==> src/rtl/hazard_scoreboard.sv <==
// Per-register write scoreboard for the ID stage: countdown to register-file write
// per architectural register, load-use stall and registered EX forwarding selects.
module hazard_scoreboard #(
   parameter  int NUM_REGS   = 8,
   parameter  int DEPTH      = 3,
   parameter  int LOAD_STAGE = 2,
   localparam int AW         = (NUM_REGS > 1) ? $clog2(NUM_REGS) : 1,
   localparam int CW         = $clog2(DEPTH + 1),
   localparam int SW         = (DEPTH > 1) ? $clog2(DEPTH) : 1
) (
   input  logic                i_clk,
   input  logic                i_rst_n,
   input  logic                i_freeze,
   input  logic                i_flush,
   input  logic                i_id_valid,
   input  logic [AW-1:0]       i_id_rs,
   input  logic [AW-1:0]       i_id_rt,
   input  logic                i_id_rs_used,
   input  logic                i_id_rt_used,
   input  logic [AW-1:0]       i_id_rd,
   input  logic                i_id_wr,
   input  logic                i_id_load,
   output logic                o_stall,
   output logic                o_issue,
   output logic [SW-1:0]       o_ex_fwd_rs,
   output logic [SW-1:0]       o_ex_fwd_rt,
   output logic [NUM_REGS-1:0] o_busy,
   output logic                o_err
);

   logic [CW-1:0]       r_cnt [NUM_REGS];
   logic [NUM_REGS-1:0] r_ld;
   logic [SW-1:0]       r_fwd_rs;
   logic [SW-1:0]       r_fwd_rt;
   logic                r_err;

   logic [CW-1:0]       w_rs_cnt;
   logic [CW-1:0]       w_rt_cnt;
   logic                w_rs_ld;
   logic                w_rt_ld;
   logic                w_rs_hit;
   logic                w_rt_hit;
   logic                w_rd_hit;
   logic [SW:0]         w_haz_rs;
   logic [SW:0]         w_haz_rt;
   logic                w_stall;
   logic                w_issue;
   logic                w_idx_bad;

   // k = cycles until the producer's value is in the RF; the producer will sit in
   // post-EX stage j = DEPTH-k+1 next cycle. Returns {stall, fwd}.
   function automatic logic [SW:0] f_hazard(input logic i_used,
                                             input logic [CW-1:0] i_k,
                                             input logic i_ld);
      int            j;
      logic [SW-1:0] fwd;
      logic          st;
      fwd = '0;
      st  = 1'b0;
      j   = DEPTH - int'(i_k) + 1;
      if (i_used && (i_k != '0)) begin
         if (j != DEPTH) fwd = SW'(j);
         st = i_ld && (j < LOAD_STAGE);
      end
      return {st, fwd};
   endfunction

   // One-hot lookup; an index with no matching register reads as idle.
   always_comb begin
      w_rs_cnt = '0;
      w_rt_cnt = '0;
      w_rs_ld  = 1'b0;
      w_rt_ld  = 1'b0;
      w_rs_hit = 1'b0;
      w_rt_hit = 1'b0;
      w_rd_hit = 1'b0;
      for (int r = 0; r < NUM_REGS; r++) begin
         if (i_id_rs == AW'(r)) begin
            w_rs_cnt = r_cnt[r];
            w_rs_ld  = r_ld[r];
            w_rs_hit = 1'b1;
         end
         if (i_id_rt == AW'(r)) begin
            w_rt_cnt = r_cnt[r];
            w_rt_ld  = r_ld[r];
            w_rt_hit = 1'b1;
         end
         if (i_id_rd == AW'(r)) w_rd_hit = 1'b1;
      end
   end

   assign w_haz_rs  = f_hazard(i_id_rs_used, w_rs_cnt, w_rs_ld);
   assign w_haz_rt  = f_hazard(i_id_rt_used, w_rt_cnt, w_rt_ld);
   assign w_stall   = i_id_valid & ~i_flush & (w_haz_rs[SW] | w_haz_rt[SW]);
   assign w_issue   = i_id_valid & ~w_stall & ~i_flush & ~i_freeze;
   assign w_idx_bad = (i_id_rs_used & ~w_rs_hit) | (i_id_rt_used & ~w_rt_hit) |
                      (i_id_wr & ~w_rd_hit);

   always_ff @(posedge i_clk or negedge i_rst_n) begin
      if (!i_rst_n) begin
         for (int r = 0; r < NUM_REGS; r++) begin
            r_cnt[r] <= '0;
         end
         r_ld     <= '0;
         r_fwd_rs <= '0;
         r_fwd_rt <= '0;
         r_err    <= 1'b0;
      end else if (!i_freeze) begin
         // A new write to a register restarts its countdown (youngest writer wins).
         for (int r = 0; r < NUM_REGS; r++) begin
            if (w_issue && i_id_wr && (i_id_rd == AW'(r))) begin
               r_cnt[r] <= CW'(DEPTH);
               r_ld[r]  <= i_id_load;
            end else if (r_cnt[r] != '0) begin
               r_cnt[r] <= r_cnt[r] - CW'(1);
            end
         end
         r_fwd_rs <= w_issue ? w_haz_rs[SW-1:0] : '0;
         r_fwd_rt <= w_issue ? w_haz_rt[SW-1:0] : '0;
         if (w_issue && w_idx_bad) r_err <= 1'b1;
      end
   end

   genvar gi;
   generate
      for (gi = 0; gi < NUM_REGS; gi++) begin : g_busy
         assign o_busy[gi] = (r_cnt[gi] != '0);
      end
   endgenerate

   assign o_stall     = w_stall;
   assign o_issue     = w_issue;
   assign o_ex_fwd_rs = r_fwd_rs;
   assign o_ex_fwd_rt = r_fwd_rt;
   assign o_err       = r_err;

endmodule

==> config.mk <==
export PLATFORM = sky130hd
export DESIGN_NAME = hazard_scoreboard
export DESIGN_NICKNAME = d
export VERILOG_FILES = /design/src/rtl/hazard_scoreboard.sv
export SDC_FILE = /design/constraint.sdc
export NUM_CORES = 1
export LEC_CHECK = 0
export CELL_PAD_IN_SITES_DETAIL_PLACEMENT = 0
export CELL_PAD_IN_SITES_GLOBAL_PLACEMENT = 1
export CORE_UTILIZATION = 33
export DETAILED_ROUTE_END_ITERATION = 12
export PLACE_DENSITY_LB_ADDON = 0.1
export SLEW_MARGIN = 20
export SYNTH_ARGS = -nofsm -noshare
export SYNTH_HDL_FRONTEND = slang
export SYNTH_SLANG_ARGS = --single-unit
==> constraint.sdc <==
create_clock -name i_clk -period 2.6 [get_ports i_clk]
set_input_delay 0.52 -clock i_clk [delete_from_list [all_inputs] [get_ports i_clk]]
set_output_delay 0.52 -clock i_clk [all_outputs]
set_load 0.03 [all_outputs]
# Yosys cells after proc, flatten, opt, wreduce, memory -nomap -nowiden
# Cells that the tools add are included.
[op_classes]
n_addsub = 12
order_cmp = 2
eq_ne = 23
n_mux = 80
bitwise_logic = 17
n_reduce_logical = 52
[op_table]
columns = ["cell", "count"]
rows = [
  ["2-bit two-way mux", 38],
  ["1-bit two-way mux", 42],
  ["3-bit == test, second input constant", 12],
  ["2-bit nonzero test", 18],
  ["2-bit AND reduction", 17],
  ["3-bit by 2-bit == test with 1-bit output, second input constant", 6],
  ["2-bit by 1-bit subtractor with 2-bit output, second input constant", 8],
  ["1-bit logical AND", 14],
  ["3-bit by 1-bit == test with 1-bit output, second input constant", 3],
  ["3-bit zero test", 3],
  ["3-bit by 2-bit adder with 4-bit output, second input constant", 2],
  ["1-bit AND", 8],
  ["4-bit by 3-bit < comparator with 1-bit output, second input constant", 2],
  ["4-bit by 3-bit != test with 1-bit output, second input constant", 2],
  ["1-bit inverter", 6],
  ["2-bit by 2-bit subtractor with 3-bit output, first input constant", 2],
  ["1-bit bitwise OR", 3],
]
[word_totals]
register_bits = 29
inputBits = 18
output_inout_bits = 15
elab_cells = 205

# Depth between registers and ports, before layout
# Gate-level depths: netlist (run 1).
[depth]
word_depth = 24
ltp_mapped = 9
ltp_nobuf = 7

# Worst setup path after synthesis (run 1)
# OpenSTA, ideal clock, no wires.
[synth_timing]
kind = "input to output"
startpoint = "input port i_id_rt[2]"
endpoint = "output port o_stall"
t_arrival_ps = 2138
required_ps = 2080
path_slack_ps = -58
cell_stages = 6
n_path_buf = 2
path_cell_list = "buf_2 -> o2111a_1 -> nor4_2 -> o311ai_2 -> buf_4 -> a21oi_1"
[synth_between]
elab_chain_len = 16
elab_cells_between_ends = 33
cone_classes = "add/sub: 2; order compare: 1; eq/ne: 7; mux: 17; bitwise: 2; reduce/logical: 4"
[synth_lines]
columns = ["item", "line_no", "source"]
rows = [
  ["from (decl)", "17", "input logic [AW-1:0] i_id_rt,"],
  ["3-bit zero test", "83", "if (i_id_rt == AW'(r)) begin"],
  ["2-bit two-way mux (8 in series)", "83", ""],
  ["2-bit by 2-bit subtractor with 3-bit output", "60", "j = DEPTH - int'(i_k) + 1;"],
  ["3-bit by 2-bit adder with 4-bit output", "60", ""],
  ["4-bit by 3-bit < comparator with 1-bit output", "63", "st = i_ld && (j < LOAD_STAGE);"],
  ["1-bit logical AND", "63", ""],
  ["1-bit two-way mux (*)", "61", "if (i_used && (i_k != '0)) begin"],
  ["1-bit bitwise OR (*)", "94", "assign w_stall = i_id_valid & ~i_flush & (w_haz_rs[SW] | w_haz_rt[SW]);"],
  ["1-bit AND (*)", "94", ""],
  ["to (decl)", "23", "output logic o_stall,"],
]
# Mark *: on every way between the ends. The rest lies on a longest branch, timed or not.

# Worst setup path after layout (run 1)
[layout_timing]
startpoint = "input port i_id_rt_used"
endpoint = "output port o_stall"
[layout_between]
elab_chain_len = 4
[layout_lines]
columns = ["item", "line_no", "source"]
rows = [
  ["from (decl)", "19", "input logic i_id_rt_used,"],
  ["1-bit logical AND", "61", ""],
  ["1-bit two-way mux", "61", ""],
  ["1-bit bitwise OR", "94", ""],
  ["1-bit AND", "94", ""],
]
# No other way between the ends.

==> impl_results.md, run 1 <==
- Most frequent cells in the layout: 38 x buf_4, 29 x dfrtp_1, 26 x inv_1
- Number of global-route vias before repair: approximately 1,700
- Mapped cell area: between 2000 and 2500 µm²
- Leakage: around 0.0013 µW
- Maximum clock rate: 387 MHz
- Die H: between 80 and 90 µm
- GPL Wtd Cong: between 0.8 and 0.9
- Synth Net Count: between 200 and 250
- Endpoints failing hold: 0
- Post-DRT Antenna Nets: 0
- Worst hold path class: reg2reg
- Ys async rst share: 100%
- Min Tclk post-route: about 2.6 ns
- CTS Hold Bufs: 0
- Max VDD drop: between 0.4 and 0.5 mV
- Crit path max-delay family: buffers and inverters
- GRT Total Usage: between 10% and 20%
- Count of pins over their slew limit: 0
- Commonest non-fill, non-tap cell in the layout: buf_4
- Outcome: finished clean
- DRC violations left: 0
- Startpoint types: input pin
- P&R area growth vs syn: 40.3%
- RSZ-0062 raised after global routing: yes
- Standard-cell rows: 28
- Max Cap Viol: 0
- CTS tree: yes
- Fin Hold WS: roughly 0.38 ns
- Htree depth: 2
- Pwr/cell area: between 800 and 900 nW/µm²
- Placed cell areas: around 2700 µm²
- Netlist cell types: 47
- TritonCTS buffer count: 5
- IO buf count: 32
- DR WL/cell: 15.0 µm
- Clock Path Buffers: 2
- Largest net degree at the start of global routing: 30
- Syn_area_per_cell: 9.25 µm²
- Buffers & Inverters on Critical Path: 3
- Final Setup Violations: 0
- Register bit count reported by yosys: 29
- Root Driver: clkbuf_8
- First DRT Iteration DRCs: between 70 and 80
- Worst R2R Setup Slack: 0.19 ns
- Primary FF master, synth: dfrtp_1
- Number of diodes: 0
- Slew HR: about three quarters
- Post-synthesis sequential area ratio: 35.5%
- Kind of critical path: in2out
- Core Util, Final: 48.2%
- Nets@finish: between 300 and 400
- Clock insertion delay at the later pin of the skew report: slightly below 0.3 ns
- Core ar.: just under 6000 µm²
- Synth warn: 0
- Clock slew at reported path FFs: approximately 0.070 ns
- Crit path largest cell delay: between 0.4 and 0.5 ns
- DR vias/cell: roughly 5
- Period utilisation layout: between 90 and 100%
- Detailed placement HPWL: around 4300 µm
- # IOs: 33
- Worst slew pin tran: 0.395 ns
- First-pass GRT wire length: ~9000 µm
- Worst Path Max Fanout: 4
- Gr ovfl total: 0
- Post-route cell area: between 2000 and 3000 µm²
- Crit-path cells: clkdlybuf4s50_1, o31ai_2, nor4_2, o311ai_2, buf_4, a21oi_4, buf_6
- Layout Skew: roughly 0.0063 ns
- Horiz. Die Dim: 80.7 µm
- Layout cell share with drive strength beyond 1: approximately 30%
- Crit path required time: approximately 2.1 ns
- Count of clock tree sinks: 29
- Initial antenna violation count: 0
- 1st-pass router iterations: 5
- Worst setup margin: 0.0179 ns
- Post-synth EDFFs: 0
- Cell count after synthesis: between 200 and 250
- DIE AREA: 6510 µm²
- Total wire length: between 5000 and 6000 µm
- Vias after detailed routing: around 1,900
- Worst setup EP type: output pin
- Setup WS pre-CTS: -0.497 ns
- CP max-delay cell: clkdlybuf4s50_1
- Initial Utilization: around a third
- Crit path arrival time: 2.06 ns
==> where the power goes <==
part           internal (µW)  switching [µW]
clock                    185             197
combinational            586             618
sequential               601             193
==> worst paths after layout <==
| check | end | cells after the start | startpoint |
|---|---|---|---|
| min in group asynchronous | r_cnt[12]$_DFFE_PN0P_ | 2 | i_rst_n |
| min reg2reg | o_err$_DFFE_PN0P_ | 0 | o_err$_DFFE_PN0P_ |
| max reg2reg | r_cnt[2]$_DFFE_PN0P_ | 10 | r_cnt[15]$_DFFE_PN0P_ |
| max | o_stall | 7 | i_id_rt_used |
| max in group asynchronous | r_cnt[6]$_DFFE_PN0P_ | 2 | i_rst_n |
| min | o_err$_DFFE_PN0P_ | 0 | o_err$_DFFE_PN0P_ |
==> what timing repair did <==
item | in CTS | in global routing
resized for setup | 21 | 12
pin swaps | 0 | 5
gates cloned | 1 | 0
endpoints found under the setup margin | 12 | 4
buffers inserted | 3 | 2
==> registers in the layout, summed over array words and instances, names as in the netlist <==
name         cells
r_ld             8
o_ex_fwd_rs      2
r_cnt           16
o_ex_fwd_rt      2
o_err            1
==> area by class of cell <==
cell class                 instances  area (µm²)
fill                             614        3090
tap                               75        93.8
sequential                        29         726
clock buffer                       5        68.8
timing repair buffer              74         646
clock inverter                     3        17.5
multi-input combinational        153        1210
inverter                          28         105
==> cells by family (layout without fill, tap and decap cells) <==
family | after synthesis | after routing | share of synthesized area (%)
multiplexers | 21 | 21 | 13.5
adder cells (fa/ha/maj) | 8 | 8 | 4.90
buffers and inverters | 39 | 110 | 8.32
flip-flops | 29 | 29 | 35.5
AND/OR/NAND/NOR | 81 | 81 | 23.7
AO/OA/AOI/OAI | 43 | 43 | 14.1
==> metrics by stage <==
| stage | total power, µW | std cells | setup TNS, ns |
|---|---|---|---|
| 2_1_floorplan | 1500 | 221 | 0 |
| 3_3_place_gp | 1960 | 353 | -7.08 |
| 3_5_place_dp | 1970 | 353 | -8.47 |
| 4_1_cts | 2380 | 365 | 0 |
| 5_1_grt | 2590 | 367 | -0.147 |
| 6_report | 2380 | 367 | 0 |
==> per-layer routing <==
metal | wire length (µm) | vias up | track usage, %
met3 | 185 | 5 | 3.18
li1 | - | 947 | -
met5 | 0 | - | 0
met4 | 49 | 0 | 5.36
met1 | 2740 | 870 | 25.6
met2 | 2520 | 34 | 29.2
==> synthesized netlist by cell type (2+ instances only) <==
| cell type | instances | area share (%) |
|---|---|---|
| nand3_2 | 7 | 3.4 |
| nand3_1 | 12 | 2.9 |
| ha_1 | 8 | 4.9 |
| o21ai_0 | 21 | 5.1 |
| mux2_1 | 7 | 3.9 |
| or3b_1 | 2 | 0.86 |
| nor2b_1 | 3 | 0.92 |
| mux2i_1 | 5 | 2.4 |
| nor3_1 | 7 | 1.7 |
| nor4_1 | 4 | 1.2 |
| nor2_1 | 11 | 2.0 |
| nand2_1 | 11 | 2.0 |
| a211oi_1 | 4 | 1.5 |
| dfrtp_1 | 29 | 35 |
| clkbuf_1 | 6 | 1.1 |
| nor4_2 | 2 | 1.2 |
| o31ai_1 | 3 | 1.1 |
| buf_4 | 2 | 0.73 |
| inv_1 | 26 | 4.8 |
| inv_2 | 2 | 0.37 |
| o31a_1 | 2 | 0.86 |
| mux2_2 | 5 | 2.8 |
| nand2b_1 | 3 | 0.92 |
| nand4_1 | 2 | 0.61 |
| buf_6 | 2 | 1.1 |
| mux4_2 | 4 | 4.4 |
| or3_1 | 11 | 3.4 |
No activity file was read; power rests on OpenSTA's default activity.
==> inputs of run 2 (changes only) <==
- CTS_CLUSTER_DIAMETER: unset -> 80
==> results of run 2 <==
No change in the layout: final DEF, timing and power equal those of run 1.
==> inputs of run 3 (changes only) <==
- CELL_PAD_IN_SITES_DETAIL_PLACEMENT: 0 -> unset
- CELL_PAD_IN_SITES_GLOBAL_PLACEMENT: 1 -> unset
- CORE_UTILIZATION: 33 -> 50
- PLACE_DENSITY: unset -> 0.75
- PLACE_DENSITY_LB_ADDON: 0.1 -> unset
==> impl_results.md, run 3 (synthesis results as in run 1) <==
- Detailed placement HPWL: 4100 µm (-4.0%)
- Clock insertion delay at the later pin of the skew report: 0.29 ns (about the same)
- DR WL/cell: 16.7 µm (+11%)
- Commonest non-fill, non-tap cell in the layout: buf_4
- # IOs: 33 (unchanged)
- Placed cell areas: 2660 µm² (-0.61%)
- Fin cells: 342 (-6.8%)
- Count of clock tree sinks: 29 (unchanged)
- Worst slew pin tran: 0.445 ns (+0.0498 ns)
- Die H: 65.9 µm (-18%)
- P&R area growth vs syn: 40.3% (unchanged)
- Worst setup EP type: output pin
- Period utilisation layout: 98.0% (-1.3 points)
- Worst Path Max Fanout: 4 (unchanged)
- Crit path required time: 2.08 ns (about the same)
- GRT Total Usage: 29.5% (+11 points)
- Initial antenna violation count: 0 (unchanged)
- Number of global-route vias before repair: 1,941 (+15%)
- Pwr/cell area: 865 nW/µm² (+4.2%)
- Crit path largest cell delay: 0.44 ns (-0.03 ns)
- Standard-cell rows: 22 (-21%)
- Gr ovfl total: 0 (unchanged)
- CTS Hold Bufs: 0 (unchanged)
- Htree depth: 2 (unchanged)
- Layout cell share with drive strength beyond 1: 31.6% (+1.5 points)
- DIE AREA: 4350 µm² (-33%)
- Worst hold path class: reg2reg
- Endpoints failing hold: 0 (unchanged)
- DRC violations left: 0 (unchanged)
- Count of pins over their slew limit: 0 (unchanged)
- Clock power share: 16.1% (about the same)
- RSZ-0062 raised after global routing: yes
- Maximum clock rate: 393 MHz (+1.4%)
- Max Cap Viol: 0 (unchanged)
- Int Pwr: 1430 µW (+4.6%)
- DR vias/cell: 5.73 (+13%)
- Vias after detailed routing: 1,959 (+5.5%)
- Startpoint types: flip-flop
- Multi-input logic area: 1230 µm² (+1.5%)
- Most flop-heavy register: r_cnt
- First DRT Iteration DRCs: 140 (+79%)
- Buffers & Inverters on Critical Path: 3 (unchanged)
- Crit path max-delay family: compound AO/OA/AOI/OAI gates
- Initial Utilization: 53.8% (+19 points)
- Clock slew at reported path FFs: 0.07 ns (about the same)
- Outcome: finished clean
- Fillers: 267 (-57%)
- Nets@finish: 319 (+0.63%)
- Post-DRT Antenna Nets: 0 (unchanged)
- Power share of the combinational group: 51.1% (+0.5 points)
- CTS tree: yes
- First-pass GRT wire length: 9290 µm (+5.4%)
- Min Tclk post-route: 2.55 ns (-0.0349 ns)
- Horiz. Die Dim: 65.9 µm (-18%)
- Total wire length: 5700 µm (+3.8%)
- Crit-path cells: mux2_2, o22ai_2, a211oi_2, o311ai_2, buf_4, nand3_4, inv_2, buf_6
- Switching part of the total: 42.2% (-0.21 points)
- Most frequent cells in the layout: 39 x buf_4, 28 x dfrtp_1, 26 x inv_1
- CP max-delay cell: dfrtp_2
- Placed cell count: 330 (-6.5%)
- Layout Skew: 0.00469 ns (-0.00158 ns)
- Storage element area: 727 µm² (+0.17%)
- Net switching power: 1050 µW (+3.7%)
- Root Driver: clkbuf_8
- Setup TNS: 0 ns (unchanged)
- Leakage: 0.00127 µW (+0.31%)
- Clock Path Buffers: 2 (unchanged)
- IO buf count: 32 (unchanged)
- Core ar.: 3800 µm² (-36%)
- Final Setup Violations: 0 (unchanged)
- Post-route cell area: 2870 µm² (unchanged)
- Slew HR: 70.0% (-3.4 points)
- Worst R2R Setup Slack: 0.13 ns (-0.06 ns)
- Largest net degree at the start of global routing: 30 (unchanged)
- Crit path arrival time: 2.03 ns (-0.03 ns)
- TritonCTS buffer count: 5 (unchanged)
- Flop pwr share: 32.8% (-0.6 points)
- Max VDD drop: 0.659 mV (+42%)
- GPL Wtd Cong: 0.932 (+12%)
- Kind of critical path: reg2out
- 1st-pass router iterations: 4 (-1)
- Max reg flops: 16 (unchanged)
- Largest registers: r_cnt (16), r_ld (8)
- Number of diodes: 0 (unchanged)
-- run 3: area by class of cell --
type | count | area share, %
multi-input combinational | 153 | 42.9
tap | 48 | 2.09
sequential | 29 | 25.3
clock inverter | 2 | 0.480
clock buffer | 6 | 2.88
timing repair buffer | 76 | 22.6
inverter | 28 | 3.66
-- run 3: repair_timing --
action	CTS	global route
setup buffers	2	2
setup endpoints to repair	6	2
pin swaps	3	5
gates resized for setup	25	17
-- run 3: metrics by stage --
| stage | util (%) | total power, µW | hold slack, ns | worst slack (ns) |
|---|---|---|---|---|
| finish | 75.5 | 2480 | 0.381 | 0.0528 |
| global route | 75.5 | 2670 | 0.400 | -0.0349 |
| CTS | 74.4 | 2420 | 0.382 | 0.0110 |
| detailed placement | 70.0 | 1990 | 0.368 | -0.398 |
| global placement | 70.0 | 1940 | 0.364 | -0.405 |
| floorplan | - | 1500 | 0.224 | 0.101 |
-- run 3: path summary, 6_finish.rpt --
check	start	to	depth (start not counted)
max	r_cnt[6]$_DFFE_PN0P_	o_issue	8
max reg2reg	r_cnt[2]$_DFFE_PN0P_	r_cnt[2]$_DFFE_PN0P_	9
min in group asynchronous	i_rst_n	r_cnt[1]$_DFFE_PN0P_	2
min	o_err$_DFFE_PN0P_	o_err$_DFFE_PN0P_	0
min reg2reg	o_err$_DFFE_PN0P_	o_err$_DFFE_PN0P_	0
max in group asynchronous	i_rst_n	r_cnt[6]$_DFFE_PN0P_	2
-- run 3: per-layer routing --
metal	up-vias	global-route usage (%)	routed length, µm
li1	953	-	-
met1	937	35.7	2500
met2	55	49.6	2790
met3	14	7.76	276
met4	0	12.0	136
met5	-	0	0
-- run 3: power by group through the flow --
stage	sequential [µW]	combinational [µW]	clock [µW]
5_1_grt	827	1410	433
3_3_place_gp	793	1150	0
3_5_place_dp	803	1190	0
6_report	813	1270	400
2_1_floorplan	720	778	0
4_1_cts	800	1220	400
==> edit, RTL diff (config.mk and constraints of run 3) <==
Reset style: synchronous (`i_rst_n`), changed in one clocked block.
--- a/src/rtl/hazard_scoreboard.sv
+++ b/src/rtl/hazard_scoreboard.sv
@@ -97,5 +97,5 @@
                       (i_id_wr & ~w_rd_hit);
 
-   always_ff @(posedge i_clk or negedge i_rst_n) begin
+   always_ff @(posedge i_clk) begin
       if (!i_rst_n) begin
          for (int r = 0; r < NUM_REGS; r++) begin
Check against the original RTL: differs if i_rst_n is asserted again (counterexample within 4 cycles, from zero or initial values and one cycle with i_rst_n low); with i_rst_n held inactive, the same outputs for 4 cycles.
==> edit against run 3 <==
  * The flow now finishes with violations (negative setup slack)
  * Wire length grew 15%
  * Worst setup slack lost 0.16 ns
  * Sequential cell count is the same
  * Area after synthesis grew 4.1%
  * Final cell count grew 7.0%
  * Count of clock-buffer cells in the layout grew 2
  * Cell area grew 7.2%
  * Worst hold slack gained 0.075 ns
  * Largest cell class unchanged
Power is not compared: it rests on default switching activity, and its combinational part moved more than twofold at a synthesized area within 25%.
==> edit: results (changes against run 3) <==
outcome finished, violations left; failing checks negative setup slack; Final Net Count 341 (+6.9%); worst r2r dst r_cnt[1][7]; met2 Track Usage GR 51.4% (+1.8 points); gp weighted congestion 0.969 (+4.0%); largest net degree at the start of global routing 42 (+40%); WHS 0.456 ns (+0.0754 ns); Starting DRT DRC Count 203 (+45%); met1 wire length 2760 um (+11%); top_reg_cell synth edfxtp_1; RR Startpoint r_cnt[0][6]; worst setup margin -0.105 ns (-0.158 ns); CP arrival 2.19 ns (+0.16 ns); Synth area leaders edfxtp_1, dfxtp_1, mux2i_1; share of cells above drive strength 1 30.1% (-1.6 points); global-route wire length before repair 10100 um (+9.2%); Synth cell types 43 (-8.5%); placed cells 347 (+5.2%); ys async rst share 0% (-100 points); post-synthesis sequential area ratio 34.8% (-0.69 points); final setup fails 6 (+6); WL/cell 17.8 um (+7.1%); worst-margin pin slew 0.365 ns (-0.0803 ns); met3 usage 5.57% (-2.2 points); Resized cells post-CTS 45 (+80%); post-synthesis mux area share 11.9% (-1.6 points); post-synth net total 267 (+8.1%); Syn Inst Count 241 (+9.0%); crit path max fanout 5 (+1); Critical Path Max Stage Delay 0.41 ns (-0.03 ns); r2r setup slk -0.08 ns (-0.21 ns); Hold EP o_err
edit: cell count changes in the layout (fill, tap and decap cells not counted), moves of 6 or more:
cell | run 3 | this run
edfxtp_1 | 0 | 16
or3_1 | 11 | 1
nand2_1 | 11 | 20
o21a_1 | 1 | 16
or2_2 | 0 | 7
o21ai_0 | 20 | 8
dfrtp_1 | 28 | 0
dfxtp_1 | 0 | 13
mux2i_1 | 1 | 22
mux2_1 | 7 | 1
nor3_1 | 7 | 16
nand3_1 | 12 | 2
edit: final cells by class:
class	count	area, um^2	area share [%]
clock buffers	8	80.1	2.60
well taps	50	62.6	2.04
repair buffers	82	726	23.6
multi-input cells	169	1360	44.2
flip-flops and latches	29	741	24.1
inverters	28	105	3.42
edit: report_power, final:
group	internal [uW]	switching (uW)	total [uW]	leakage, uW
combinational	185	214	399	0.000950
sequential	518	30.7	549	0.000274
clock	190	175	365	0.0000395
total	893	419	1310	0.00126
